<file path="src/rtl/fifo_pkg.sv">
// Shared definitions for the FIFO read-side streaming logic: drainer FSM states and
// the legal range for the prefetch buffer depth.
package fifo_pkg;

  typedef enum logic [1:0] {
    StIdle  = 2'd0,
    StRun   = 2'd1,
    StFlush = 2'd2
  } rd_state_e;

  localparam int unsigned BUF_DEPTH_MIN = 2;
  localparam int unsigned BUF_DEPTH_MAX = 4;

  function automatic bit buf_depth_legal(int unsigned depth);
    return (depth >= BUF_DEPTH_MIN) && (depth <= BUF_DEPTH_MAX);
  endfunction

endpackage

</file>
<file path="src/rtl/stream_skid_buf.sv">
// Small circular prefetch buffer with push/pop/clear. The head entry is presented
// combinationally; clear takes priority over push and pop in the same cycle.
module stream_skid_buf
  import fifo_pkg::*;
#(
  parameter int unsigned WIDTH = 8,
  parameter int unsigned DEPTH = 2
) (
  input  logic                         i_clk,
  input  logic                         i_rst_n,
  input  logic                         i_clear,
  input  logic                         i_push,
  input  logic [WIDTH-1:0]             i_data,
  input  logic                         i_pop,
  output logic [WIDTH-1:0]             o_data,
  output logic [$clog2(DEPTH+1)-1:0]   o_occ
);

  localparam int unsigned PTR_W = (DEPTH > 1) ? $clog2(DEPTH) : 1;
  localparam int unsigned OCC_W = $clog2(DEPTH + 1);

  typedef logic [PTR_W-1:0] ptr_t;

  logic [WIDTH-1:0] r_mem [DEPTH];
  ptr_t             r_head;
  ptr_t             r_tail;
  logic [OCC_W-1:0] r_occ;

  // Depth need not be a power of two, so wrap explicitly.
  function automatic ptr_t ptr_inc(ptr_t p);
    return (p == ptr_t'(DEPTH - 1)) ? '0 : p + 1'b1;
  endfunction

  always_ff @(posedge i_clk) begin
    if (!i_rst_n) begin
      r_head <= '0;
      r_tail <= '0;
      r_occ  <= '0;
      r_mem  <= '{default: '0};
    end else if (i_clear) begin
      r_head <= '0;
      r_tail <= '0;
      r_occ  <= '0;
    end else begin
      if (i_push) begin
        r_mem[r_tail] <= i_data;
        r_tail        <= ptr_inc(r_tail);
      end
      if (i_pop) begin
        r_head <= ptr_inc(r_head);
      end
      case ({i_push, i_pop})
        2'b10:   r_occ <= r_occ + 1'b1;
        2'b01:   r_occ <= r_occ - 1'b1;
        default: r_occ <= r_occ;
      endcase
    end
  end

  assign o_data = r_mem[r_head];
  assign o_occ  = r_occ;

  a_depth_legal: assert property (@(posedge i_clk) buf_depth_legal(DEPTH));

  a_no_overrun: assert property (@(posedge i_clk) disable iff (!i_rst_n)
    !(i_push && !i_pop && !i_clear && (r_occ == OCC_W'(DEPTH))));

  a_no_underrun: assert property (@(posedge i_clk) disable iff (!i_rst_n)
    !(i_pop && !i_clear && (r_occ == '0)));

endmodule

</file>
<file path="src/rtl/fifo_rd_stream.sv">
// FIFO read-side drainer: issues credit-limited reads, captures data one cycle later
// into a prefetch buffer and presents it as a valid/ready stream.
module fifo_rd_stream
  import fifo_pkg::*;
#(
  parameter int unsigned WIDTH     = 8,
  parameter int unsigned BUF_DEPTH = 2,
  parameter int unsigned CNT_WIDTH = 16
) (
  input  logic                 clk_rd,
  input  logic                 rst_n,
  input  logic                 enable,
  input  logic                 flush,
  input  logic                 fifo_empty,
  input  logic [WIDTH-1:0]     fifo_rdata,
  input  logic                 fifo_underflow,
  output logic                 rd_en,
  output logic                 m_valid,
  output logic [WIDTH-1:0]     m_data,
  input  logic                 m_ready,
  output logic [CNT_WIDTH-1:0] beat_cnt,
  output logic                 err_underflow,
  output logic                 busy
);

  localparam int unsigned OCC_W = $clog2(BUF_DEPTH + 1);

  typedef logic [OCC_W:0] used_t;

  rd_state_e            r_state;
  logic                 r_inflight;
  logic [CNT_WIDTH-1:0] r_beat_cnt;
  logic                 r_err;

  logic [OCC_W-1:0]     w_occ;
  logic [WIDTH-1:0]     w_head;
  logic                 w_pop;
  logic                 w_push;
  used_t                w_used;
  logic                 w_has_credit;

  // Credit counts words already buffered plus the one on its way, less the one leaving now.
  always_comb begin
    w_pop        = (w_occ != '0) && m_ready;
    w_used       = used_t'(w_occ) + used_t'(r_inflight) - used_t'(w_pop);
    w_has_credit = w_used < used_t'(BUF_DEPTH);
    w_push       = r_inflight && (r_state != StFlush) && !flush;
    rd_en        = rst_n && (r_state == StRun) && enable && !flush && !fifo_empty &&
                   w_has_credit;
  end

  always_ff @(posedge clk_rd) begin
    if (!rst_n) begin
      r_state    <= StIdle;
      r_inflight <= 1'b0;
      r_beat_cnt <= '0;
      r_err      <= 1'b0;
    end else begin
      r_inflight <= rd_en;
      if (w_pop) begin
        r_beat_cnt <= r_beat_cnt + 1'b1;
      end
      if (fifo_underflow) begin
        r_err <= 1'b1;
      end
      if (flush) begin
        r_state <= StFlush;
      end else begin
        case (r_state)
          StIdle:  if (enable) r_state <= StRun;
          StRun:   if (!enable && !r_inflight) r_state <= StIdle;
          StFlush: r_state <= StIdle;
          default: r_state <= StIdle;
        endcase
      end
    end
  end

  stream_skid_buf #(
    .WIDTH (WIDTH),
    .DEPTH (BUF_DEPTH)
  ) u_buf (
    .i_clk   (clk_rd),
    .i_rst_n (rst_n),
    .i_clear (flush),
    .i_push  (w_push),
    .i_data  (fifo_rdata),
    .i_pop   (w_pop),
    .o_data  (w_head),
    .o_occ   (w_occ)
  );

  always_comb begin
    m_valid       = (w_occ != '0);
    m_data        = w_head;
    beat_cnt      = r_beat_cnt;
    err_underflow = r_err;
    busy          = (r_state != StIdle) || (w_occ != '0);
  end

endmodule

</file>
<file path="config.mk">
export PLATFORM = sky130hd
export DESIGN_NAME = fifo_rd_stream
export DESIGN_NICKNAME = d
export VERILOG_FILES = /design/src/rtl/fifo_pkg.sv /design/src/rtl/stream_skid_buf.sv /design/src/rtl/fifo_rd_stream.sv
export SDC_FILE = /design/constraint.sdc
export NUM_CORES = 1
export LEC_CHECK = 0
export CELL_PAD_IN_SITES_DETAIL_PLACEMENT = 2
export CELL_PAD_IN_SITES_GLOBAL_PLACEMENT = 2
export CORE_MARGIN = 2
export CORE_UTILIZATION = 29
export DETAILED_ROUTE_END_ITERATION = 8
export HOLD_SLACK_MARGIN = 0.03
export PLACE_DENSITY_LB_ADDON = 0.1
export SLEW_MARGIN = 10
export SYNTH_ARGS = -nofsm -noshare
export SYNTH_HDL_FRONTEND = slang
export SYNTH_SLANG_ARGS = --single-unit
</file>
<file path="constraint.sdc">
create_clock -name clk_rd -period 3.3 [get_ports clk_rd]
set_input_delay 0.66 -clock clk_rd [delete_from_list [all_inputs] [get_ports clk_rd]]
set_output_delay 0.66 -clock clk_rd [all_outputs]
set_load 0.1 [all_outputs]
</file>
-- Word level (Yosys, flattened, before mapping)
Cells that the tools add are included.
- word-level logic and storage cells: 69
- bits in registers: 40
- input bits: 15
- bitwise operators: 4
- muxes and demuxes: 13
- add/subtract/negate cells: 7
- equal/unequal tests: 8
- $lt $le $gt $ge: 4
- reductions and logical operators: 23
- operators with widths (cell ; count):
    8-bit 2-to-1 mux ; 4
    16-bit by 1-bit adder with 16-bit output (second input constant) ; 1
    16-bit bitwise mux ; 1
    1-bit logical AND ; 10
    8-bit demux with 1-bit select ; 1
    2-bit one-hot mux with 2 select lines ; 2
    2-bit 2-to-1 mux ; 3
    2-bit AND reduction ; 3
    2-bit nonzero test ; 3
    2-bit by 1-bit == test with 1-bit output (second input constant) ; 2
    2-bit >= comparator (second input constant) ; 2
    1-bit logical NOT ; 4
    2-bit != test (second input constant) ; 2
    1-bit NOT with 2-bit output ; 2
    2-bit by 1-bit adder with 3-bit output ; 1
    3-bit by 2-bit less-than comparator with 1-bit output (second input constant) ; 1
    3-bit by 2-bit != test with 1-bit output (second input constant) ; 1
    3-bit != test (second input constant) ; 1
    3-bit by 1-bit subtractor with 3-bit output ; 1
    1-bit adder (second input constant) ; 2
    2-bit by 1-bit adder with 2-bit output (second input constant) ; 1
    2-bit == test (second input constant) ; 1
    2-bit logical NOT ; 1
    2-bit by 1-bit less-than comparator with 1-bit output (second input constant) ; 1
    6 further kinds ; 8

-- Depth between registers and ports, before layout
Gate-level depths: netlist of run 1.
- word-level depth: 6
- gate-level depth with buffers: 8
- depth with buffers taken out: 7

-- Cells and area by module
From an unflattened synthesis of run 1, not the netlist that was laid out.
- cell total of the unflattened synthesis: 184
- area, all modules: 1841.8 um^2
- by module, submodules not included (module ; area an instance (um^2) ; sequential area each (um^2) ; cells each ; times used):
    fifo_rd_stream ; 958.4 ; 400.4 ; 105 ; 1
    stream_skid_buf ; 883.3 ; 400.4 ; 79 ; 1

-- Worst setup path before layout of run 1
No wires, ideal clock.
- path type: input to output
- from: input m_ready
- to: output rd_en
- stages on the path: 7
- data arrival time: 4.774 ns
- path slack: -2.134 ns
- path buffers: 0
- cells stage by stage: o21ai_2 inv_1 ha_1 nand2b_1 fa_1 nand4b_1 nor4_1
- longest elaborated chain between the ends: 4
- ends and longest elaborated chain (element ; RTL line ; RTL):
    start: declaration ; fifo_rd_stream.sv:20 ; input logic m_ready,
    1-bit logical AND ; fifo_rd_stream.sv:44 ; w_pop = (w_occ != '0) && m_ready;
    net u_buf.i_pop ; stream_skid_buf.sv:14 ; input logic i_pop,
    3-bit by 1-bit subtractor with 3-bit output ; fifo_rd_stream.sv:45 ; w_used = used_t'(w_occ) + used_t'(r_inflight) - used_t'(w_pop);
    3-bit by 2-bit less-than comparator with 1-bit output ; fifo_rd_stream.sv:46 ; w_has_credit = w_used < used_t'(BUF_DEPTH);
    1-bit logical AND ; fifo_rd_stream.sv:48 ; rd_en = rst_n && (r_state == StRun) && enable && !flush && !fifo_empty &&
    end: declaration ; fifo_rd_stream.sv:17 ; output logic rd_en,
The timed path passes the listed nets, and every way through them passes these cells.

-- Final worst setup path of run 1
- from: register u_buf.r_occ[0] (netlist: u_buf.o_occ[0])
- to: output rd_en
- longest elaborated chain between the ends: 5
- ends and longest elaborated chain (element ; RTL line ; RTL):
    start: declaration ; stream_skid_buf.sv:27 ; logic [OCC_W-1:0] r_occ;
    start signal: assignment ; stream_skid_buf.sv:53 ; 2'b10: r_occ <= r_occ + 1'b1;
    start signal: assignment ; stream_skid_buf.sv:54 ; 2'b01: r_occ <= r_occ - 1'b1;
    start signal: assignment ; stream_skid_buf.sv:55 ; default: r_occ <= r_occ;
    branches (longest 2 deep; another with 2-bit by 1-bit adder with 3-bit output) ; - ;
    3-bit by 1-bit subtractor with 3-bit output (*) ; fifo_rd_stream.sv:45 ;
    3-bit by 2-bit less-than comparator with 1-bit output (*) ; fifo_rd_stream.sv:46 ;
    1-bit logical AND (*) ; fifo_rd_stream.sv:48 ;
Every way passes the cells marked *.

==> metrics.yaml, run 1 <==
path_buf_inv: 2
finalPower_w: 0.0008700
start_util: 0.2990
finish.instance_area_um2: 2379
critPathKind: "reg -> out"
vdd_drop_max_mv: 0.2001
drtIter0Drc: 39
rrSetupSlack_ns: 1.12
antenna_found_initial: 0
slew_headroom: 0.5846
fin_hold_ws_ns: 0.4835
path_cells: "inv_1 > ha_4 > nand2b_4 > fa_1 > nand4b_1 > nor4_4 > buf_12"
cp_max_fo: 7
via_per_inst: 4.812
status: "complete, no violations"
pre_cts_ws_ns: -0.2734
antenna_cells: 0
post-route-min-period_ns: 3.150
ys.flop_type: "dfxtp_1"
setup_ws_ns: 0.1499
crit_required_ns: 2.64
first_pass_iters: 4
areaGrowthSynthToFinish_pct: 34.35
yosysTopAreaCell: "dfxtp_1"
yosysWarningCount: 0
route.detailed.drc: 0
grt_pass1_vias: 1575
end_kind: "output port"
drv_cap: 0
finalSetupViolations: 0
grt_overflow: 0
switching_power_w: 0.0001926
syn_avg_cell_area_um2: 9.622
vias: 1482
netlist_area_um2: 1770
regToRegEndpoint: "r_inflight"
post_dp_cell_area_um2: 2286
core.rowCount: 28
synth.net_count: 203
holdBufCountCts: 0
ys_types: 37
hold_class: "reg -> reg"
worstPathArrival_ns: 2.49
die_area_um2: 6746
clkLatencyLatePin_ns: 0.28
power.share.switching: 0.2213
reg2regPathDepth: 7
cts_tree: "yes"
grt_pass1_wl_um: 7886
r2r_start: "u_buf.o_occ[0]"
routed_wl_um: 4747
p_clk_frac: 0.378
finalCritPeriodShare: 0.9546
core_area_um2: 5921
p_int_w: 0.0006774
pin_count: 43
synth_cells: 184
ys_seq_area_frac: 0.4523
placed_cells: 299
p_per_area_nw_per_um2: 365.8
synth_async_sr_flop_share: 0
grt_use_total: 0.1524
critPathSlowestCell: "dfxtp_1"
worst_setup_path_start_kind: "register"
grt_start_max_net_pins: 19
fmax_ghz: 0.3174
hold_start: "err_underflow"
yosysTopAreaCellShare: 0.4523
dieWidth_um: 82.14
worstMarginPinSlew_ns: 0.6224
antenna_left: 0
pwr-share-comb: 0.062
nets: 251
die_height_um: 82.14
synth-edff-count: 0
share_seq_of_total_power: 0.560
layout-drive-gt1-share: 0.2575
portBuffers: 42
place.gp.congestion: 0.7094
cts_root_buf: "clkbuf_8"
leakage_nw: 0.9678
final_cells: 308
cts_buffer_depth: 2
clock_skew_ns: 0.006273
ys_ff_latch: 40
cts_made_buffers: 5
dp_hpwl_um: 3592
clk_pin_slew_worst_paths_ns: 0.07
cts_sinks: 40
rsz0062_at_grt: "false"
cpPeakStageDelay_ns: 0.52
min_delay_path_depth: 2
ys_top_cells_by_area: "dfxtp_1 (45%), mux2i_1 (9.0%), nor2_1 (6.8%), mux2_2 (5.1%), xnor2_1 (4.0%)"
fill_cells: 652
htree_levels: 2
wl_per_cell_um: 15.41
drv_slew: 0
finalHoldViolCount: 0
hold_end: "err_underflow"
path_delay_family: "adder cells"
Yosys cell counts (all sizes together) (3+ instances only):
cell type and instances:
nor3 4, or3 5, nor4 4, nand2 6
inv 5, nand4 3, mux2 8, clkbuf 6
a21oi 7, o21ai 4, xnor2 8, ha 3
nor2 32, nand3 5, xor2 8, mux2i 16
nand2b 3, dfxtp 40
power by group through the flow:
stage / clock, W / combinational, W / sequential (W)
2_1_floorplan: 0 / 0.0000202 / 0.000504
3_3_place_gp: 0 / 0.0000537 / 0.000498
3_5_place_dp: 0 / 0.0000548 / 0.000498
4_1_cts: 0.000344 / 0.0000546 / 0.000487
5_1_grt: 0.000369 / 0.0000580 / 0.000487
6_report: 0.000329 / 0.0000540 / 0.000487
final cells by class:
cell class                      count  area (µm²)  share of cell area
Tap cell                           75       93.84             0.03945
Sequential cell                    40       800.8              0.3367
Inverter                            5       18.77            0.007891
Multi-Input combinational cell    131       964.7              0.4056
Timing Repair Buffer               49       410.4              0.1725
Clock buffer                        8       90.09             0.03787
metal layers:
layer	GRT usage	share of wire	wire length [µm]
met5	0	0	0
met1	0.1912	0.45	2128
met3	0.03478	0.031	145
met4	0.03500	0.0080	38
met2	0.2650	0.51	2434
registers in the layout, summed over array words and instances (netlist names):
name,cells
beat_cnt,16
err_underflow,1
r_inflight,1
r_state,2
u_buf.o_occ,2
u_buf.r_head,1
u_buf.r_mem,16
u_buf.r_tail,1
worst register-to-register path: stages, from the launching register on:
cell	delay, ns
dfxtp_1	0.52
inv_1	0.14
ha_4	0.25
nand2b_4	0.13
fa_1	0.47
nand4b_1	0.16
buf_4	0.18
nor4_1	0.22
cell families (layout without fill, tap and decap cells):
group / after synthesis / in the layout / synth area share
AO/OA/AOI/OAI: 15 / 15 / 0.05371
XOR/XNOR: 16 / 16 / 0.07916
adder cells (fa/ha/maj): 4 / 4 / 0.03251
buffers and inverters: 13 / 62 / 0.03039
flip-flops: 40 / 40 / 0.4523
multiplexers: 24 / 24 / 0.1413
AND/OR/NAND/NOR: 72 / 72 / 0.2106
repair_timing:
| action | 4_1_cts | 5_1_grt |
|---|---|---|
| resized for setup | 1 | 2 |
| setup endpoints to repair | 1 | 1 |
| setup buffers | 0 | 1 |
| pin swaps | 1 | 1 |
through the flow:
stage / util / setup TNS, ns
3_5_place_dp: 0.3861 / -0.2734
4_1_cts: 0.4011 / 0
2_1_floorplan: - / -0.2904
5_1_grt: 0.4017 / 0
6_report: 0.4017 / 0
3_3_place_gp: 0.3861 / -0.2073
placed cells by master (no fill, tap or decap), types with 2 or more instances in the layout:
cell type / Yosys / final
inv_1: 5 / 4
xor2_1: 8 / 8
nand3_1: 5 / 5
clkdlybuf4s50_1: 0 / 13
or3_1: 4 / 4
dfxtp_1: 40 / 40
o21ai_0: 3 / 3
buf_4: 1 / 34
ha_1: 3 / 2
xnor2_1: 8 / 8
mux2i_1: 16 / 16
nand4_1: 2 / 2
nand2_1: 6 / 6
a21oi_1: 7 / 7
nor4_1: 4 / 3
nor3_1: 4 / 4
mux2_2: 8 / 8
clkbuf_1: 6 / 2
nor2_1: 32 / 32
nand4b_1: 2 / 2
nand2b_1: 3 / 2
clkbuf_8: 0 / 6
how the worst max path moves through the flow:
stage / from / to / slack (ns) / cells past startpoint
6_report: u_buf.o_occ[0] / rd_en / 0.15 / 7
5_1_grt: u_buf.o_occ[0] / rd_en / 0.007 / 7
4_1_cts: m_ready / rd_en / 0.09 / 9
3_5_place_dp: m_ready / rd_en / -0.27 / 9
3_3_place_gp: m_ready / rd_en / -0.21 / 9
2_1_floorplan: m_ready / rd_en / -0.29 / 7
(Power assumes the default switching activity.)
==> run 2: changes to the inputs <==
- CORE_MARGIN: 2 -> 10
==> run 2 against run 1 <==
Effect of this change:
- non-clock buffer count down 1
- sequential cell count unchanged
- global-route usage down 4.6 points
- critical path depth up 2
- clock-buffer cell count down 2
- cell area up 1.2%
- die area up 43%
- cell count down 0.32%
- highest routed layer unchanged
- register-to-register slack better by 0.18 ns
- sequential power about the same
- sequential share of layout area down 0.39 points
==> metrics.yaml, run 2 (synthesis gave the netlist of run 1 again) <==
status: "complete, no violations"
dp_hpwl_um: 3828  # +6.6%
final_common_cell: "dfxtp_1"
drtIter0Drc: 21  # -46%
finalPower_w: 0.0009706  # +12%
first_pass_iters: 2  # -2
grt_overflow: 0  # unchanged
post-route-min-period_ns: 3.201  # +0.05113 ns
slew_headroom: 0.5502  # -0.03441
cts_resized: 1  # unchanged
portBuffers: 42  # unchanged
critPathKind: "in -> out"
worst_setup_path_start_kind: "input pin"
cts_root_buf: "clkbuf_8"
via_per_inst: 4.853  # +0.87%
worstMarginPinSlew_ns: 0.6712  # +0.04875 ns
antenna_found_initial: 0  # unchanged
hold_class: "reg -> reg"
crit_required_ns: 2.64  # about the same
pwr-share-comb: 0.056  # -0.006
grt_pass1_wl_um: 8569  # +8.7%
clkLatencyLatePin_ns: 0.29  # about the same
cts_tree: "yes"
share_seq_of_total_power: 0.501  # -0.059
htree_levels: 2  # unchanged
finalHoldViolCount: 0  # unchanged
p_clk_frac: 0.443  # +0.065
place.gp.congestion: 0.7553  # +6.5%
grt_use_total: 0.1067  # -0.04562
start_util: 0.2990  # unchanged
layout_common_cells: "dfxtp_1 (40), buf_4 (33), nor2_1 (32)"
core.rowCount: 28  # unchanged
clock_skew_ns: 0.007042  # +0.0007688 ns
pin_count: 43  # unchanged
cp_max_fo: 2  # -5
cts_made_buffers: 5  # unchanged
pre_cts_ws_ns: -0.2850  # -0.01153 ns
die_area_um2: 9630  # +43%
clk_pin_slew_worst_paths_ns: 0.08  # about the same
routed_wl_um: 5014  # +5.6%
vias: 1490  # +0.54%
fmax_ghz: 0.3124  # -1.6%
power.share.switching: 0.2230  # +0.001636
vdd_drop_max_mv: 0.2041  # +2.0%
fin_hold_ws_ns: 0.4903  # +0.006858 ns
leakage_nw: 0.9808  # +1.4%
rsz0062_at_grt: "false"
p_per_area_nw_per_um2: 403.4  # +10%
antenna_cells: 0  # unchanged
finalSetupViolations: 0  # unchanged
rrSetupSlack_ns: 1.30  # +0.18 ns
worstPathArrival_ns: 2.54  # +0.05 ns
cts_buffer_depth: 2  # unchanged
setup_ws_ns: 0.09874  # -0.05113 ns
die_height_um: 98.14  # +19%
nets: 250  # -0.40%
grt_pass1_vias: 1739  # +10%
drv_cap: 0  # unchanged
layout-drive-gt1-share: 0.2586  # +0.001110
end_kind: "output port"
dieWidth_um: 98.14  # +19%
core_area_um2: 5921  # unchanged
areaGrowthSynthToFinish_pct: 35.90
postCtsSetupRepairBufs: 0  # unchanged
holdBufCountCts: 0  # unchanged
drv_slew: 0  # unchanged
finalCritPeriodShare: 0.9701  # +0.01550
p_int_w: 0.0007542  # +11%
route.detailed.drc: 0  # unchanged
switching_power_w: 0.0002164  # +12%
cts_sinks: 40  # unchanged
grt_start_max_net_pins: 34  # +15
wl_per_cell_um: 16.33  # +6.0%
antenna_left: 0  # unchanged
## run 2: cell types whose count changed in the layout (fill, tap and decap cells not counted)
cell / previous run / this run
clkbuf_1: 2 / 0
clkbuf_2: 1 / 0
bufinv_16: 0 / 1
dlygate4sd2_1: 0 / 1
buf_4: 34 / 33
clkinv_4: 0 / 1
## run 2: worst paths after layout
| kind | endpoint | cells after the start | from |
|---|---|---|---|
| hold reg to reg | beat_cnt[15] | 2 | beat_cnt[15] |
| hold / removal | beat_cnt[15] | 2 | beat_cnt[15] |
| setup / recovery | rd_en | 9 | m_ready |
| setup reg to reg | r_inflight | 7 | u_buf.o_occ[0] |
## run 2: per-layer routing
layer	GRT usage	part of all wire	up-vias
li1	-	-	727
met1	0.1199	0.44	731
met5	0	0	-
met2	0.1858	0.51	28
met4	0.04410	0.011	0
met3	0.02889	0.044	4
## run 2: area by class of cell
type	instances	area (µm²)
Fill cell	639	3515
Multi-Input combinational cell	131	964.7
Sequential cell	40	800.8
Timing Repair Buffer	48	406.6
Tap cell	75	93.84
Clock buffer	6	82.58
Clock inverter	2	38.79
Inverter	5	18.77
## run 2: stage by stage
stage	setup TNS, ns	instance area (µm²)	cells	utilization
final	0	2406	307	0.4064
after global routing	0	2406	307	0.4064
after CTS	0	2406	307	0.4064
after detailed placement	-0.2850	2286	299	0.3861
after global placement	-0.2083	2286	299	0.3861
after floorplan	-0.2904	1813	184	-
## run 2: critical path: stages
cell	delay, ns
dlygate4sd2_1	0.27
o21ai_4	0.08
inv_2	0.09
ha_4	0.19
nand2b_4	0.13
fa_1	0.38
xor2_1	0.19
nor4_4	0.33
buf_12	0.21
## run 2: power by group through the flow
stage	logic, W	registers [W]	clock network, W
2_1_floorplan	0.0000202	0.000504	0
3_3_place_gp	0.0000533	0.000498	0
3_5_place_dp	0.0000550	0.000498	0
4_1_cts	0.0000549	0.000487	0.000446
5_1_grt	0.0000579	0.000487	0.000465
6_report	0.0000540	0.000486	0.000430
